[src/rtl/uart_rx_cfg.sv]
// Configurable UART receiver: 2-FF synchroniser, 3-sample majority vote per bit, parity/framing checks.
// Word presented with a 1-cycle data_valid at t0 + (F-1)*BPS_CNT + H + 2; no backpressure, consumer must accept every strobe.
module uart_rx_cfg #(
    parameter int CLK_FREQ  = 50000000,
    parameter int UART_BPS  = 9600,
    parameter int DATA_BITS = 8,
    parameter int PARITY    = 0,
    parameter int STOP_BITS = 1
) (
    input  logic                 clk,
    input  logic                 rst_n,
    input  logic                 uart_rxd,
    output logic [DATA_BITS-1:0] data,
    output logic                 data_valid,
    output logic                 parity_err,
    output logic                 frame_err,
    output logic                 busy
);

    localparam int BPS_CNT = CLK_FREQ / UART_BPS;
    localparam int CW      = $clog2(BPS_CNT);
    localparam int H       = BPS_CNT / 2;

    localparam logic [CW-1:0] CNT_MAX = CW'(BPS_CNT - 1);
    localparam logic [CW-1:0] SAMP0   = CW'(H - 1);
    localparam logic [CW-1:0] SAMP1   = CW'(H);
    localparam logic [CW-1:0] SAMP2   = CW'(H + 1);
    localparam logic [3:0]    LAST_DB = 4'(DATA_BITS - 1);
    localparam logic [3:0]    LAST_SB = 4'(STOP_BITS - 1);
    localparam logic          ODD     = (PARITY == 1);

    typedef enum logic [2:0] {
        S_IDLE,
        S_START,
        S_DATA,
        S_PARITY,
        S_STOP,
        S_DONE
    } state_t;

    state_t                 state_q, state_d;
    logic                   rxd_meta_q, rxd_sync_q, rxd_prev_q;
    logic [CW-1:0]          cnt_q, cnt_d;
    logic [3:0]             bit_q, bit_d;
    logic [1:0]             samp_q, samp_d;
    logic [DATA_BITS-1:0]   shift_q, shift_d;
    logic                   par_err_q, par_err_d;
    logic                   frm_err_q, frm_err_d;
    logic [DATA_BITS-1:0]   data_q, data_d;
    logic                   dv_q, dv_d;
    logic                   pe_q, pe_d;
    logic                   fe_q, fe_d;

    logic fall_edge;
    logic decide;
    logic vote;

    always_ff @(posedge clk or negedge rst_n) begin
        if (!rst_n) begin
            rxd_meta_q <= 1'b1;
            rxd_sync_q <= 1'b1;
            rxd_prev_q <= 1'b1;
        end else begin
            rxd_meta_q <= uart_rxd;
            rxd_sync_q <= rxd_meta_q;
            rxd_prev_q <= rxd_sync_q;
        end
    end

    assign fall_edge = rxd_prev_q & ~rxd_sync_q;
    assign decide    = (cnt_q == SAMP2);
    // Third sample is the live synced value, so the vote resolves in the H+1 cycle itself.
    assign vote      = (samp_q[0] & samp_q[1]) | (samp_q[0] & rxd_sync_q) | (samp_q[1] & rxd_sync_q);

    always_comb begin
        state_d   = state_q;
        cnt_d     = cnt_q;
        bit_d     = bit_q;
        samp_d    = samp_q;
        shift_d   = shift_q;
        par_err_d = par_err_q;
        frm_err_d = frm_err_q;
        data_d    = data_q;
        dv_d      = 1'b0;
        pe_d      = pe_q;
        fe_d      = fe_q;

        if (state_q == S_IDLE) begin
            cnt_d = fall_edge ? CW'(1) : '0;
        end else if (cnt_q == CNT_MAX) begin
            cnt_d = '0;
        end else begin
            cnt_d = cnt_q + 1'b1;
        end

        if (cnt_q == SAMP0) samp_d[0] = rxd_sync_q;
        if (cnt_q == SAMP1) samp_d[1] = rxd_sync_q;

        case (state_q)
            S_IDLE: begin
                if (fall_edge) begin
                    state_d   = S_START;
                    bit_d     = '0;
                    par_err_d = 1'b0;
                    frm_err_d = 1'b0;
                end
            end
            S_START: begin
                if (decide) begin
                    state_d = vote ? S_IDLE : S_DATA;
                    bit_d   = '0;
                end
            end
            S_DATA: begin
                if (decide) begin
                    shift_d = {vote, shift_q[DATA_BITS-1:1]};
                    if (bit_q == LAST_DB) begin
                        bit_d   = '0;
                        state_d = (PARITY != 0) ? S_PARITY : S_STOP;
                    end else begin
                        bit_d = bit_q + 1'b1;
                    end
                end
            end
            S_PARITY: begin
                if (decide) begin
                    par_err_d = ((^shift_q) ^ vote) != ODD;
                    bit_d     = '0;
                    state_d   = S_STOP;
                end
            end
            S_STOP: begin
                if (decide) begin
                    if (!vote) frm_err_d = 1'b1;
                    if (bit_q == LAST_SB) begin
                        // Leave at mid-stop so a start edge right after the stop bit is caught.
                        state_d = S_DONE;
                        data_d  = shift_q;
                        pe_d    = par_err_q;
                        fe_d    = frm_err_q | ~vote;
                        dv_d    = 1'b1;
                    end else begin
                        bit_d = bit_q + 1'b1;
                    end
                end
            end
            S_DONE: begin
                state_d = S_IDLE;
                cnt_d   = '0;
            end
            default: begin
                state_d = S_IDLE;
                cnt_d   = '0;
            end
        endcase
    end

    always_ff @(posedge clk or negedge rst_n) begin
        if (!rst_n) begin
            state_q   <= S_IDLE;
            cnt_q     <= '0;
            bit_q     <= '0;
            samp_q    <= 2'b11;
            shift_q   <= '0;
            par_err_q <= 1'b0;
            frm_err_q <= 1'b0;
            data_q    <= '0;
            dv_q      <= 1'b0;
            pe_q      <= 1'b0;
            fe_q      <= 1'b0;
        end else begin
            state_q   <= state_d;
            cnt_q     <= cnt_d;
            bit_q     <= bit_d;
            samp_q    <= samp_d;
            shift_q   <= shift_d;
            par_err_q <= par_err_d;
            frm_err_q <= frm_err_d;
            data_q    <= data_d;
            dv_q      <= dv_d;
            pe_q      <= pe_d;
            fe_q      <= fe_d;
        end
    end

    assign data       = data_q;
    assign data_valid = dv_q;
    assign parity_err = pe_q;
    assign frame_err  = fe_q;
    assign busy       = (state_q != S_IDLE);

endmodule

[config.mk]
export PLATFORM = sky130hd
export DESIGN_NAME = uart_rx_cfg
export DESIGN_NICKNAME = d
export VERILOG_FILES = /design/src/rtl/uart_rx_cfg.sv
export SDC_FILE = /design/constraint.sdc
export NUM_CORES = 1
export LEC_CHECK = 0
export CAP_MARGIN = 20
export CELL_PAD_IN_SITES_DETAIL_PLACEMENT = 1
export CELL_PAD_IN_SITES_GLOBAL_PLACEMENT = 1
export CORE_UTILIZATION = 50
export DETAILED_ROUTE_END_ITERATION = 10
export PLACE_DENSITY = 0.9
export SLEW_MARGIN = 20
export SYNTH_ARGS = -nofsm -noshare
export SYNTH_HDL_FRONTEND = slang
export SYNTH_SLANG_ARGS = --single-unit
[constraint.sdc]
create_clock -name clk -period 5.05 [get_ports clk]
set_input_delay 1.2625 -clock clk [delete_from_list [all_inputs] [get_ports clk]]
set_output_delay 1.2625 -clock clk [all_outputs]
set_load 0.03 [all_outputs]
==> results.cfg, run 1 <==
[yosys]
syn_nets = 211
synthFlopType = dfrtp_1
async_reset_ff_frac = 1.00
synth-seq-area-share = 0.517
synth_cell_types = 42
synth_area_leaders = dfrtp_1 (46%), mux2_2 (9.6%), dfstp_2 (5.9%), xnor2_1 (5.9%), nor2_1 (3.4%)
synth_top_cell_area_share = 0.459
synth-edff-count = 0
yosys_warnings = 0
syn_inst = 203
yosys.area.top_type = dfrtp_1
syn_avg_cell_area_um2 = 11.0
synth-seq-cells = 46
synth_area_um2 = 2240

[sta]
finalMaxSlewViolations = 0
rsz0062_at_grt = false
setup_tns_ps = 0
max_slew_margin = 0.576
fmax_ghz = 0.319
fin_ws_ps = 1910
final.period_utilization = 0.621
timing.final.crit_period_ps = 3140
worstMarginPinSlew_ps = 630
finalSetupViolations = 0
hold_viol = 0
fin_skew_ps = 11.0

[run_status]
status = finished, final reports clean

[routing]
vias = 1609
wl_per_cell_um = 19.2
viasPerCell = 5.98
drtAntennaViolNets = 0
drt-total-wl_um = 5160
dr.pass1.iters = 4
drtIter0Drc = 81
drc = 0

[flow_run]
cap_violations = 0

[setup_path]
path_cells = or3_1 > clkdlybuf4s50_1
path_class = flip-flop to primary output
slowest_stage = clkdlybuf4s50_1
cp-start-kind = flip-flop
cp_slowest_stage_delay_ps = 600
cp_max_fo = 12
required_ps = 3790
setup.worst_path.end_class = primary output
critPathArrivalTime_ps = 1870

[die]
die_w_um = 68.9
io_pins = 15
dieArea_um2 = 4750
coreArea_um2 = 4140
start_util = 0.540
rows = 23
die_h_um = 68.9

[cts]
h-tree-depth = 2
cts_buffers = 5
clk_path_buf_depth = 2
post-cts-setup-buffer-count = 0
post_cts_resized = 0
numClockSinks = 46
postCtsHoldBufs = 0
cts_root_buffer = clkbuf_8
cts_tree = done
clock_latency_ps = 310
clkTransAtPathRegs_ps = 90

[power]
seq_power_share = 0.558
p_int_w = 0.000543
power_w = 0.000761
power_frac_comb = 0.134
pwr-share-clk = 0.309
leakagePower_nw = 1.10
pwr_density_cell_nw_per_um2 = 305
p_sw_w = 0.000218
switching_share = 0.286
peakVddDrop_v = 0.000165

[hold_path]
hp-class = flip-flop to flip-flop

[placement]
gp_congestion = 0.825
numPortBuffers = 14
dpl_cell_area_um2 = 2400
post-place-ws_ps = 2270
dpl.hpwl_um = 3740

[global_routing]
grt_max_degree = 47
grt.total_usage = 0.264
antenna_found_initial = 0
gr-total-overflow = 0
first_global_vias = 1718
grt_pass1_wl_um = 8720

[finish]
layout_commonest_cell = dfrtp_1
nets = 226
final_cell_mix = dfrtp_1 (41), nor2_1 (20), mux2_2 (19), xnor2_1 (15), clkdlybuf4s50_1 (13)
diodes = 0
fillCellCount = 444
syn2layout_area_growth_pct = 11.6
finish.instance_area_um2 = 2500
drive_above_1_share = 0.205
==> metal layers <==
layer	wire length [µm]	GRT usage	share of wire	up-vias
met4	110	0.0995	0.021	0
li1	-	-	-	726
met5	0	0	0	-
met3	138	0.0674	0.027	10
met2	2670	0.458	0.52	22
met1	2240	0.313	0.43	851
==> synth_stat cells, types with 2 or more instances <==
cell type  count
a21oi_1        8
nand2b_1       5
and3_1         2
o22ai_1        3
and3_2         2
ha_1           5
nor2_1        20
mux2_2        19
or3_1          3
dfrtp_1       41
clkbuf_1       4
or4_2          2
inv_1          7
nor3_1         2
o21ai_0        8
or2_2          2
nand3_1        8
xor2_1         4
xnor2_1       15
dfstp_2        5
nor4_1         3
or2b_2         2
nand3b_1       4
nand2_1       11
==> flip-flops by register name, indices dropped and copies added, names as in the netlist, 2 cells and up <==
name / count
samp_q: 2
bit_q: 4
cnt_q: 13
data: 8
state_q: 3
shift_q: 8
==> power groups by stage <==
stage / clock [W] / combinational [W] / sequential [W]
CTS: 0.000240 / 0.000104 / 0.000424
floorplan: 0 / 0.0000868 / 0.000410
global placement: 0 / 0.0000904 / 0.000428
global route: 0.000252 / 0.000117 / 0.000429
detailed placement: 0 / 0.000101 / 0.000431
finish: 0.000235 / 0.000102 / 0.000424
==> metrics by stage <==
stage,hold slack (ps),cells,utilization
final,365,269,0.602
after global routing,370,269,0.602
after CTS,362,269,0.602
after detailed placement,351,261,0.580
after global placement,346,261,0.580
after floorplan,345,203,-
==> logic make-up (layout without fill, tap and decap cells) <==
| group | after synthesis | count (layout) | share of synthesized area |
|---|---|---|---|
| and+or+nand+nor | 76 | 76 | 0.194 |
| DFF | 46 | 46 | 0.517 |
| AOI/OAI and AO/OA | 23 | 23 | 0.0576 |
| muxes | 20 | 20 | 0.100 |
| xor gates and xnor gates | 19 | 19 | 0.0744 |
| buffers and inverters | 14 | 30 | 0.0291 |
| adders and majority gates | 5 | 5 | 0.0280 |
==> area by class of cell <==
class / instances / area (µm²) / area share
Sequential cell: 46 / 1160 / 0.464
Multi-Input combinational cell: 143 / 1010 / 0.407
Timing Repair Buffer: 15 / 145 / 0.0581
Clock buffer: 8 / 90.1 / 0.0361
Tap cell: 50 / 62.6 / 0.0251
Inverter: 7 / 26.3 / 0.0105
==> final timing paths <==
| path | from | to | slack [ps] | depth (start not counted) |
|---|---|---|---|---|
| max | state_q[2]$_DFFE_PN0P_ | busy | 1910 | 2 |
| min | rxd_meta_q$_DFF_PN1_ | rxd_sync_q$_DFF_PN1_ | 370 | 0 |
| max reg2reg | cnt_q[1]$_DFF_PN0_ | shift_q[6]$_DFFE_PN0P_ | 2340 | 6 |
| min reg2reg | rxd_meta_q$_DFF_PN1_ | rxd_sync_q$_DFF_PN1_ | 370 | 0 |
| max in group asynchronous | rst_n | cnt_q[10]$_DFF_PN0_ | 3700 | 1 |
| min in group asynchronous | rst_n | bit_q[3]$_DFFE_PN0P_ | 940 | 1 |
==> worst max-delay path: cells and delay by family, from the launching register on <==
kind | cells | cell delay, ps
flops | 1 | 520
simple gates | 1 | 440
buf+inv | 1 | 600
Note: power is estimated with default switching activity, not from simulation.
==> run 2: changes to the inputs <==
--- a/config.mk
+++ b/config.mk
@@ -8,9 +8,9 @@
 export CAP_MARGIN = 20
 export CELL_PAD_IN_SITES_DETAIL_PLACEMENT = 1
 export CELL_PAD_IN_SITES_GLOBAL_PLACEMENT = 1
-export CORE_UTILIZATION = 50
+export CORE_UTILIZATION = 46
 export DETAILED_ROUTE_END_ITERATION = 10
-export PLACE_DENSITY = 0.9
+export PLACE_DENSITY = 0.85
 export SLEW_MARGIN = 20
 export SYNTH_ARGS = -nofsm -noshare
 export SYNTH_HDL_FRONTEND = slang
==> constraint.sdc (replaced) <==
create_clock -name clk -period 2.9 [get_ports clk]
set_input_delay 0.725 -clock clk [delete_from_list [all_inputs] [get_ports clk]]
set_output_delay 0.725 -clock clk [all_outputs]
set_load 0.03 [all_outputs]
==> run 2 against run 1 <==
  * Hold slack worse by 5.9 ps
  * Sequential share of layout area down 0.35 points
  * Clock power grew 71%
  * Final area grew 0.75%
  * Clock skew fell by 2.0 ps
  * Die area rose by 8.4%
  * Combinational power grew 68%
  * Largest power group unchanged
  * First-iteration DRC count decreased by 17%
  * Power increased by 72%
  * Highest routed layer unchanged
  * Sequential cell count stayed put
==> results.cfg, run 2 (synthesized netlist as in run 1, its figures left out) <==
[finish]
layout_commonest_cell = dfrtp_1
syn2layout_area_growth_pct = 12.4
largest_reg_flops = 13
diodes = 0
top_register = cnt_q
final_cell_mix = dfrtp_1 (41), nor2_1 (20), mux2_2 (19), xnor2_1 (15), clkdlybuf4s50_1 (13)
nets = 228
drive_above_1_share = 0.217
fin_cells = 275

[setup_path]
cp_slowest_stage_delay_ps = 540
path_buf_inv = 1
path_class = flip-flop to flip-flop
critPathTopFamily = simple AND/OR/NAND/NOR gates
cp-start-kind = flip-flop
path_cells = inv_1 > ha_1 > or4bb_1 > or4_4 > or3_1 > mux2_2
cp_max_fo = 8
slowest_stage = or3_1
critPathArrivalTime_ps = 2820
required_ps = 3070
setup.worst_path.end_class = flip-flop

[flow_run]
cap_violations = 0

[sta]
setup_tns_ps = 0
worstMarginPinSlew_ps = 919
rsz0062_at_grt = false
timing.final.crit_period_ps = 2640
max_slew_margin = 0.387
hold_viol = 0
fmax_ghz = 0.378
final.period_utilization = 0.912
finalMaxSlewViolations = 0
fin_skew_ps = 8.93
finalSetupViolations = 0

[die]
dieArea_um2 = 5150
die_h_um = 71.7
io_pins = 15
start_util = 0.477
coreArea_um2 = 4690
die_w_um = 71.7
rows = 25

[power]
p_int_w = 0.000944
leakagePower_nw = 1.11
p_sw_w = 0.000368
pwr-share-clk = 0.307
peakVddDrop_v = 0.000275
power_frac_comb = 0.130
seq_power_share = 0.562
pwr_density_cell_nw_per_um2 = 521
switching_share = 0.280

[global_routing]
use_met2 = 0.319
antenna_found_initial = 0
grt_pass1_wl_um = 7680
grt.total_usage = 0.198
grt_max_degree = 43
grt_util_met1 = 0.249
grt_most_used_layer = met2
first_global_vias = 1584
gr-total-overflow = 0
grt_util_met3 = 0.0534

[placement]
numPortBuffers = 14
dpl.hpwl_um = 3280
dp_cells = 267
gp_congestion = 0.750

[routing]
dr.pass1.iters = 4
drtIter0Drc = 67
vias = 1550
wl_per_cell_um = 16.2
viasPerCell = 5.64
drc = 0
drtAntennaViolNets = 0
drt-total-wl_um = 4470

[cts]
cts_root_buffer = clkbuf_8
postCtsHoldBufs = 0
cts_tree = done
cts_buffers = 5
clk_path_buf_depth = 2
clkTransAtPathRegs_ps = 70
post_cts_resized = 0
clock_latency_ps = 300
post-cts-setup-buffer-count = 0
h-tree-depth = 2
numClockSinks = 46

[hold_path]
hp-class = flip-flop to flip-flop

[run_status]
status = finished, final reports clean
-- run 2: changes by cell type in the layout (fill, tap and decap cells not counted) --
cell and delta:
clkinv_2 +1, clkbuf_1 -1, buf_4 +1, buf_2 +1
-- run 2: area by class of cell --
| cell class | count | area, µm² |
|---|---|---|
| inverters | 7 | 26.3 |
| repair buffers | 17 | 158 |
| clock buffers | 7 | 86.3 |
| flip-flops and latches | 46 | 1160 |
| fillers | 522 | 2180 |
| multi-input cells | 143 | 1010 |
| well taps | 54 | 67.6 |
| clock inverters | 1 | 5.00 |
-- run 2: final timing paths --
| kind | from | slack [ps] | to | depth (start not counted) |
|---|---|---|---|---|
| min | rxd_meta_q$_DFF_PN1_ | 360 | rxd_sync_q$_DFF_PN1_ | 0 |
| max in group asynchronous | rst_n | 1620 | rxd_sync_q$_DFF_PN1_ | 2 |
| min in group asynchronous | rst_n | 550 | bit_q[3]$_DFFE_PN0P_ | 1 |
| max | cnt_q[1]$_DFF_PN0_ | 260 | shift_q[0]$_DFFE_PN0P_ | 6 |
| max reg2reg | cnt_q[1]$_DFF_PN0_ | 260 | shift_q[0]$_DFFE_PN0P_ | 6 |
| min reg2reg | rxd_meta_q$_DFF_PN1_ | 360 | rxd_sync_q$_DFF_PN1_ | 0 |
-- run 2: layer usage --
layer / up-vias / routed length, µm
li1: 735 / -
met1: 784 / 2040
met2: 20 / 2170
met3: 11 / 129
met4: 0 / 126
met5: - / 0
-- run 2: through the flow --
stage | worst slack (ps) | instance area [µm²] | util | hold slack [ps] | power, W
global route | 132 | 2510 | 0.536 | 361 | 0.00138
finish | 255 | 2510 | 0.536 | 359 | 0.00131
global placement | 380 | 2420 | 0.517 | 348 | 0.000913
detailed placement | 263 | 2420 | 0.517 | 349 | 0.000926
CTS | 223 | 2510 | 0.536 | 360 | 0.00133
floorplan | 418 | 2240 | - | 345 | 0.000866
-- run 2: power groups by stage --
stage | logic, W | registers (W) | clock network (W)
global route | 0.000194 | 0.000747 | 0.000436
floorplan | 0.000151 | 0.000715 | 0
CTS | 0.000176 | 0.000737 | 0.000420
detailed placement | 0.000177 | 0.000749 | 0
finish | 0.000171 | 0.000737 | 0.000403
global placement | 0.000165 | 0.000748 | 0
